$ cat src/rtl/cache_port_arbiter_pkg.sv
// Shared types and constants for the cache port arbiter and its neighbours.
// Default widths match a 64-bit PC split into line address and word select.
package cache_port_arbiter_pkg;

    localparam int DEF_LINE_W       = 58;
    localparam int DEF_WSEL_W       = 4;
    localparam int DEF_DATA_W       = 32;
    localparam int DEF_STARVE_LIMIT = 4;

    localparam logic [31:0] NOP_INST = 32'h0100_0000;

    typedef enum logic [1:0] {
        IDLE,
        GNT_I,
        GNT_D,
        REL
    } arb_state_t;

    typedef enum logic {
        OWN_I,
        OWN_D
    } owner_t;

    typedef struct packed {
        logic                  we;
        logic [DEF_LINE_W-1:0] line_addr;
        logic [DEF_WSEL_W-1:0] word_select;
        logic [DEF_DATA_W-1:0] wdata;
    } mem_req_t;

endpackage

$ cat src/rtl/cache_port_arbiter_if.sv
// Bundles the fetch port, the data port and the shared cache port.
// The master modport is the arbiter's view; slave is the surrounding stages plus the cache.
interface cache_port_arbiter_if
    import cache_port_arbiter_pkg::*;
#(
    parameter int LINE_W = DEF_LINE_W,
    parameter int WSEL_W = DEF_WSEL_W,
    parameter int DATA_W = DEF_DATA_W
);

    logic              i_req;
    logic [LINE_W-1:0] i_line_addr;
    logic [WSEL_W-1:0] i_word_select;
    logic              i_ack;
    logic [DATA_W-1:0] i_rdata;

    logic              d_req;
    logic              d_we;
    logic [LINE_W-1:0] d_line_addr;
    logic [WSEL_W-1:0] d_word_select;
    logic [DATA_W-1:0] d_wdata;
    logic              d_ack;
    logic [DATA_W-1:0] d_rdata;

    logic              m_req;
    logic              m_we;
    logic [LINE_W-1:0] m_line_addr;
    logic [WSEL_W-1:0] m_word_select;
    logic [DATA_W-1:0] m_wdata;
    logic              m_ack;
    logic [DATA_W-1:0] m_rdata;

    modport master (
        input  i_req, i_line_addr, i_word_select,
        input  d_req, d_we, d_line_addr, d_word_select, d_wdata,
        input  m_ack, m_rdata,
        output i_ack, i_rdata,
        output d_ack, d_rdata,
        output m_req, m_we, m_line_addr, m_word_select, m_wdata
    );

    modport slave (
        output i_req, i_line_addr, i_word_select,
        output d_req, d_we, d_line_addr, d_word_select, d_wdata,
        output m_ack, m_rdata,
        input  i_ack, i_rdata,
        input  d_ack, d_rdata,
        input  m_req, m_we, m_line_addr, m_word_select, m_wdata
    );

endinterface

$ cat src/rtl/cache_port_arbiter_sat_counter.sv
// Small saturating up-counter with synchronous clear; reports when it sits at LIMIT.
// Used here to count consecutive D-grants that left the fetch port waiting.
module cache_port_arbiter_sat_counter #(
    parameter int LIMIT = 4,
    parameter int W     = $clog2(LIMIT + 1)
) (
    input  logic clk,
    input  logic reset,
    input  logic clear,
    input  logic inc,
    output logic saturated
);

    logic [W-1:0] count;

    always_ff @(posedge clk) begin
        if (!reset) begin
            count <= '0;
        end else if (clear) begin
            count <= '0;
        end else if (inc && !saturated) begin
            count <= count + 1'b1;
        end
    end

    assign saturated = (count == W'(LIMIT));

endmodule

$ cat src/rtl/cache_port_arbiter.sv
// Arbitrates the single cache port between instruction fetch and the memory stage.
// Data side has priority until the fetch side has been passed over STARVE_LIMIT times in a row.
module cache_port_arbiter
    import cache_port_arbiter_pkg::*;
#(
    parameter int LINE_W       = DEF_LINE_W,
    parameter int WSEL_W       = DEF_WSEL_W,
    parameter int DATA_W       = DEF_DATA_W,
    parameter int STARVE_LIMIT = DEF_STARVE_LIMIT
) (
    input  logic                  clk,
    input  logic                  reset,
    cache_port_arbiter_if.master  bus,
    output logic                  busy,
    output owner_t                last_owner
);

    typedef struct packed {
        logic              we;
        logic [LINE_W-1:0] line_addr;
        logic [WSEL_W-1:0] word_select;
        logic [DATA_W-1:0] wdata;
    } req_t;

    arb_state_t state, state_nx;
    logic       m_req, m_req_nx;
    req_t       req, req_nx;
    owner_t     last_owner_nx;
    logic       starve_inc, starve_clr, starve_sat;
    logic       d_wins;

    // Once the fetch side has been skipped enough times, it wins a tie.
    assign d_wins = bus.d_req && (!bus.i_req || !starve_sat);

    always_comb begin
        state_nx      = state;
        m_req_nx      = m_req;
        req_nx        = req;
        last_owner_nx = last_owner;
        starve_inc    = 1'b0;
        starve_clr    = 1'b0;

        case (state)
            IDLE: begin
                if (d_wins) begin
                    state_nx           = GNT_D;
                    m_req_nx           = 1'b1;
                    req_nx.we          = bus.d_we;
                    req_nx.line_addr   = bus.d_line_addr;
                    req_nx.word_select = bus.d_word_select;
                    req_nx.wdata       = bus.d_wdata;
                end else if (bus.i_req) begin
                    state_nx           = GNT_I;
                    m_req_nx           = 1'b1;
                    req_nx.we          = 1'b0;
                    req_nx.line_addr   = bus.i_line_addr;
                    req_nx.word_select = bus.i_word_select;
                    req_nx.wdata       = '0;
                end
            end

            GNT_I: begin
                if (bus.m_ack) begin
                    state_nx      = REL;
                    m_req_nx      = 1'b0;
                    last_owner_nx = OWN_I;
                    starve_clr    = 1'b1;
                end
            end

            GNT_D: begin
                if (bus.m_ack) begin
                    state_nx      = REL;
                    m_req_nx      = 1'b0;
                    last_owner_nx = OWN_D;
                    starve_inc    = bus.i_req;
                end
            end

            REL: begin
                state_nx = IDLE;
            end

            default: begin
                state_nx = IDLE;
                m_req_nx = 1'b0;
            end
        endcase
    end

    always_ff @(posedge clk) begin
        if (!reset) begin
            state      <= IDLE;
            m_req      <= 1'b0;
            req        <= '0;
            last_owner <= OWN_I;
        end else begin
            state      <= state_nx;
            m_req      <= m_req_nx;
            req        <= req_nx;
            last_owner <= last_owner_nx;
        end
    end

    cache_port_arbiter_sat_counter #(
        .LIMIT (STARVE_LIMIT)
    ) u_starve (
        .clk       (clk),
        .reset     (reset),
        .clear     (starve_clr),
        .inc       (starve_inc),
        .saturated (starve_sat)
    );

    assign bus.m_req         = m_req;
    assign bus.m_we          = req.we;
    assign bus.m_line_addr   = req.line_addr;
    assign bus.m_word_select = req.word_select;
    assign bus.m_wdata       = req.wdata;

    // Acks pass straight through to whichever side currently owns the port.
    assign bus.i_ack   = (state == GNT_I) && bus.m_ack;
    assign bus.i_rdata = (state == GNT_I) ? bus.m_rdata : '0;
    assign bus.d_ack   = (state == GNT_D) && bus.m_ack;
    assign bus.d_rdata = (state == GNT_D) ? bus.m_rdata : '0;

    assign busy = (state != IDLE);

endmodule

$ cat src/flat_wrapper.sv
// flat-port wrapper written by rule: the top's interface ports become plain ports
module cache_port_arbiter_flat import cache_port_arbiter_pkg::*;
#(
    parameter int LINE_W       = DEF_LINE_W,
    parameter int WSEL_W       = DEF_WSEL_W,
    parameter int DATA_W       = DEF_DATA_W,
    parameter int STARVE_LIMIT = DEF_STARVE_LIMIT
)
  (clk, reset, busy, last_owner, bus_i_req, bus_i_line_addr, bus_i_word_select, bus_d_req, bus_d_we, bus_d_line_addr, bus_d_word_select, bus_d_wdata, bus_m_ack, bus_m_rdata, bus_i_ack, bus_i_rdata, bus_d_ack, bus_d_rdata, bus_m_req, bus_m_we, bus_m_line_addr, bus_m_word_select, bus_m_wdata);
  cache_port_arbiter_if #(.LINE_W(LINE_W), .WSEL_W(WSEL_W), .DATA_W(DATA_W)) bus_i ();
  input  logic clk;
  input  logic reset;
  output logic busy;
  output owner_t last_owner;
  input wire logic [$bits(bus_i.i_req)-1:0] bus_i_req;
  input wire logic [$bits(bus_i.i_line_addr)-1:0] bus_i_line_addr;
  input wire logic [$bits(bus_i.i_word_select)-1:0] bus_i_word_select;
  input wire logic [$bits(bus_i.d_req)-1:0] bus_d_req;
  input wire logic [$bits(bus_i.d_we)-1:0] bus_d_we;
  input wire logic [$bits(bus_i.d_line_addr)-1:0] bus_d_line_addr;
  input wire logic [$bits(bus_i.d_word_select)-1:0] bus_d_word_select;
  input wire logic [$bits(bus_i.d_wdata)-1:0] bus_d_wdata;
  input wire logic [$bits(bus_i.m_ack)-1:0] bus_m_ack;
  input wire logic [$bits(bus_i.m_rdata)-1:0] bus_m_rdata;
  output wire logic [$bits(bus_i.i_ack)-1:0] bus_i_ack;
  output wire logic [$bits(bus_i.i_rdata)-1:0] bus_i_rdata;
  output wire logic [$bits(bus_i.d_ack)-1:0] bus_d_ack;
  output wire logic [$bits(bus_i.d_rdata)-1:0] bus_d_rdata;
  output wire logic [$bits(bus_i.m_req)-1:0] bus_m_req;
  output wire logic [$bits(bus_i.m_we)-1:0] bus_m_we;
  output wire logic [$bits(bus_i.m_line_addr)-1:0] bus_m_line_addr;
  output wire logic [$bits(bus_i.m_word_select)-1:0] bus_m_word_select;
  output wire logic [$bits(bus_i.m_wdata)-1:0] bus_m_wdata;
  assign bus_i.i_req = bus_i_req;
  assign bus_i.i_line_addr = bus_i_line_addr;
  assign bus_i.i_word_select = bus_i_word_select;
  assign bus_i.d_req = bus_d_req;
  assign bus_i.d_we = bus_d_we;
  assign bus_i.d_line_addr = bus_d_line_addr;
  assign bus_i.d_word_select = bus_d_word_select;
  assign bus_i.d_wdata = bus_d_wdata;
  assign bus_i.m_ack = bus_m_ack;
  assign bus_i.m_rdata = bus_m_rdata;
  assign bus_i_ack = bus_i.i_ack;
  assign bus_i_rdata = bus_i.i_rdata;
  assign bus_d_ack = bus_i.d_ack;
  assign bus_d_rdata = bus_i.d_rdata;
  assign bus_m_req = bus_i.m_req;
  assign bus_m_we = bus_i.m_we;
  assign bus_m_line_addr = bus_i.m_line_addr;
  assign bus_m_word_select = bus_i.m_word_select;
  assign bus_m_wdata = bus_i.m_wdata;
  cache_port_arbiter #(.LINE_W(LINE_W), .WSEL_W(WSEL_W), .DATA_W(DATA_W), .STARVE_LIMIT(STARVE_LIMIT)) u_core (.clk(clk), .reset(reset), .bus(bus_i), .busy(busy), .last_owner(last_owner));
endmodule
$ cat config.mk
export PLATFORM = sky130hd
export DESIGN_NAME = cache_port_arbiter_flat
export DESIGN_NICKNAME = d
export VERILOG_FILES = /design/src/rtl/cache_port_arbiter_pkg.sv /design/src/rtl/cache_port_arbiter_if.sv /design/src/rtl/cache_port_arbiter_sat_counter.sv /design/src/rtl/cache_port_arbiter.sv /design/src/flat_wrapper.sv
export SDC_FILE = /design/constraint.sdc
export NUM_CORES = 1
export LEC_CHECK = 0
export CORE_ASPECT_RATIO = 0.7
export CORE_MARGIN = 10
export CORE_UTILIZATION = 30
export DETAILED_ROUTE_END_ITERATION = 16
export PLACE_DENSITY_LB_ADDON = 0.2
export SLEW_MARGIN = 20
export SYNTH_ARGS = -nofsm -noshare
export SYNTH_HDL_FRONTEND = slang
export SYNTH_HIERARCHICAL = 1
export SYNTH_SLANG_ARGS = --single-unit
$ cat constraint.sdc
create_clock -name clk -period 2.1 [get_ports clk]
set_input_delay 0.525 -clock clk [delete_from_list [all_inputs] [get_ports clk]]
set_output_delay 0.525 -clock clk [all_outputs]
set_load 0.01 [all_outputs]
==> impl_metrics.env <==
export IMPL_run_status="completed"
export IMPL_top_usage_layer="met2"
export IMPL_place_gp_congestion=0.888
export IMPL_path_clk_slew_ps=80
export IMPL_grtUsageMet1=0.219
export IMPL_post_route_min_period_ps=2040
export IMPL_critPathRequiredTime_ps=1570
export IMPL_wl_per_cell_um=19.6
export IMPL_antennaDiodeCount=0
export IMPL_worstSetupPathType="reg -> out"
export IMPL_fin_cells=1088
export IMPL_fin_tns_setup_ps=0
export IMPL_fin_worst_skew_ps=10.8
export IMPL_row_count=37
export IMPL_ys_top_cells_by_area="dfxtp_1, nand2_1, and2_1"
export IMPL_die_height_um=122
export IMPL_die_w_um=166
export IMPL_synth_area_leader_cell="dfxtp_1"
export IMPL_slew_viol_final=0
export IMPL_cts_root_buf="clkbuf_16"
export IMPL_holdCritPathClass="reg -> reg"
export IMPL_synthArstFlopShare=0
export IMPL_syn_to_final_growth_pct=94.7
export IMPL_ant_nets=0
export IMPL_ys_seq_elements=102
export IMPL_path_cells="inv_2, ha_4, buf_12, and2_1, dlygate4sd2_1"
export IMPL_syn_inst=541
export IMPL_multi_input_area_um2=2240
export IMPL_htree_levels=3
export IMPL_synth_cell_types=31
export IMPL_grt_pass1_wl_um=32200
export IMPL_cpMaxStageDelayCell="dfxtp_4"
export IMPL_synth_nets=741
export IMPL_clockBufferDepth=2
export IMPL_hpwlAfterDp_um=16300
export IMPL_clk_latency_ps=340
export IMPL_period_share=0.973
export IMPL_grt_use_total=0.196
export IMPL_final_nets=1088
export IMPL_cellLeakagePower_nw=3.50
export IMPL_drive_above_1_share=0.0817
export IMPL_syn_area_per_cell_um2=8.28
export IMPL_final_common_cell="clkdlybuf4s50_1"
export IMPL_p_per_area_nw_per_um2=1020
export IMPL_worstPathMaxFanout=16
export IMPL_synth_edf_count=0
export IMPL_hold_slack_ps=477
export IMPL_timing_final_ws_setup_ps=57.7
export IMPL_synth_seq_area_share=0.456
export IMPL_netlist_area_leader_share=0.456
export IMPL_max_stage_delay_ps=380
export IMPL_met2_usage=0.343
export IMPL_crit_path_end_kind="output pin"
export IMPL_grt_use_met3=0.0830
export IMPL_ir_drop_uv=457
export IMPL_cts_sinks=102
export IMPL_hold_viol=0
export IMPL_dpl_cell_count=1068
export IMPL_num_vias=5260
export IMPL_grt_max_degree=70
export IMPL_drt_iter0_markers=385
export IMPL_seq_area_um2=2050
export IMPL_rsz0062_at_grt="no"
export IMPL_antenna_found_initial=0
export IMPL_fp_coreArea_um2=14700
export IMPL_cap_violations=0
export IMPL_max_clock_freq_mhz=490
export IMPL_dp_slack_ps=-442
export IMPL_synth_area_um2=4480
export IMPL_worst_pin_slew_ps=707
export IMPL_drt_pass1_iterations=5
export IMPL_grt_pass1_vias=5361
export IMPL_io_pins=358
export IMPL_arrival_ps=1520
export IMPL_crit_path_start_kind="register"
export IMPL_overflow=0
export IMPL_fillers=1297
export IMPL_setup_viol=0
export IMPL_most_common_layout_cells="clkdlybuf4s50_1, nand2_1, dfxtp_1, and2_1, o21ai_0"
export IMPL_dieArea_um2=20300
export IMPL_drc_errors=0
export IMPL_port_buffers=357
export IMPL_cts_tree="done"
export IMPL_vias_per_cell=4.83
export IMPL_yosys_warnings=6
export IMPL_drt_wl_total_um=21300
export IMPL_slew_headroom=0.527
export IMPL_synth_flop_cell="dfxtp_1"
export IMPL_start_util=0.305
export IMPL_cts_buffers=9
cells in the mapped netlist, types with 2 or more instances:
master / number
dfxtp_1: 102
nor2_1: 2
nand2_1: 125
clkbuf_1: 26
and2_1: 66
buf_2: 17
o21ai_0: 64
mux2i_1: 2
a21boi_1: 2
inv_1: 7
buf_6: 4
a31oi_1: 62
a22o_1: 33
nand3b_1: 3
nor2b_1: 2
ha_1: 6
a211oi_1: 2
a21oi_1: 3
metrics by stage:
step            util  power, mW  instance area (um2)
3_3_place_gp   0.568       7.10                 8340
4_1_cts        0.591       8.88                 8670
6_report       0.594       8.87                 8720
5_1_grt        0.594       9.42                 8720
3_5_place_dp   0.568       7.21                 8340
2_1_floorplan      -       4.58                 4480
report_power, final:
part	internal, mW	total (mW)	leakage, nW	switching (mW)
registers	2.47	2.75	0.843	0.279
logic	2.37	4.45	2.52	2.08
clock network	0.835	1.67	0.138	0.834
total	5.68	8.87	3.50	3.19
sequential cells by signal, summed over array words and instances (netlist names):
register / flops
u_core/u_starve/count: 3
u_core/bus.m_wdata: 32
u_core/bus.m_word_select: 4
u_core/last_owner: 1
u_core/bus.m_req: 1
u_core/bus.m_line_addr: 58
u_core/state: 2
u_core/bus.m_we: 1
repair_timing:
action	CTS	global route
gates resized for setup	128	12
gates cloned	2	1
hold buffers	0	0
setup endpoints to repair	100	75
pin swaps	1	2
buffers inserted	0	1
cell families (layout without fill, tap and decap cells):
group                      Yosys count  count (layout)  share of synthesized area
buffers and inverters               54             405                     0.0567
adders and majority gates            6               6                     0.0168
AOI/OAI and AO/OA                  171             171                      0.243
muxes                                2               2                    0.00447
and+or+nand+nor                    206             207                      0.223
DFF                                102             102                      0.456
path summary, 6_finish.rpt:
| path | from | end | slack, ps | depth (start not counted) |
|---|---|---|---|---|
| min | u_core/bus.m_wdata[8]$_SDFFE_PN0P_ | u_core/bus.m_wdata[8]$_SDFFE_PN0P_ | 480 | 1 |
| min reg2reg | u_core/bus.m_wdata[8]$_SDFFE_PN0P_ | u_core/bus.m_wdata[8]$_SDFFE_PN0P_ | 480 | 1 |
| max | u_core/state[1]$_SDFFE_PN0P_ | bus_i_rdata[21] | 60 | 5 |
| max reg2reg | u_core/u_starve/count[0]$_SDFFE_PP0P_ | u_core/bus.m_wdata[31]$_SDFFE_PN0P_ | 140 | 6 |
critical path, delay by kind of cell, from the launching register on:
kind / cells / cell delay [ps]
fa+ha+maj: 1 / 180
simple gates: 1 / 130
buf+inv: 3 / 490
flops: 1 / 380
final cells by class:
cell class | instances | area share
inverter | 7 | 0.00301
clock buffer | 9 | 0.0258
multi-input combinational | 386 | 0.257
clock inverter | 7 | 0.00760
timing repair buffer | 382 | 0.444
tap | 195 | 0.0280
sequential | 102 | 0.235
per-layer routing:
metal  up-vias  wire, um
met5         -         0
met3        23      2140
met1      2417      8310
li1       2573         -
met2       247     10500
met4         0       323
No activity file was read; power rests on OpenSTA's default activity.
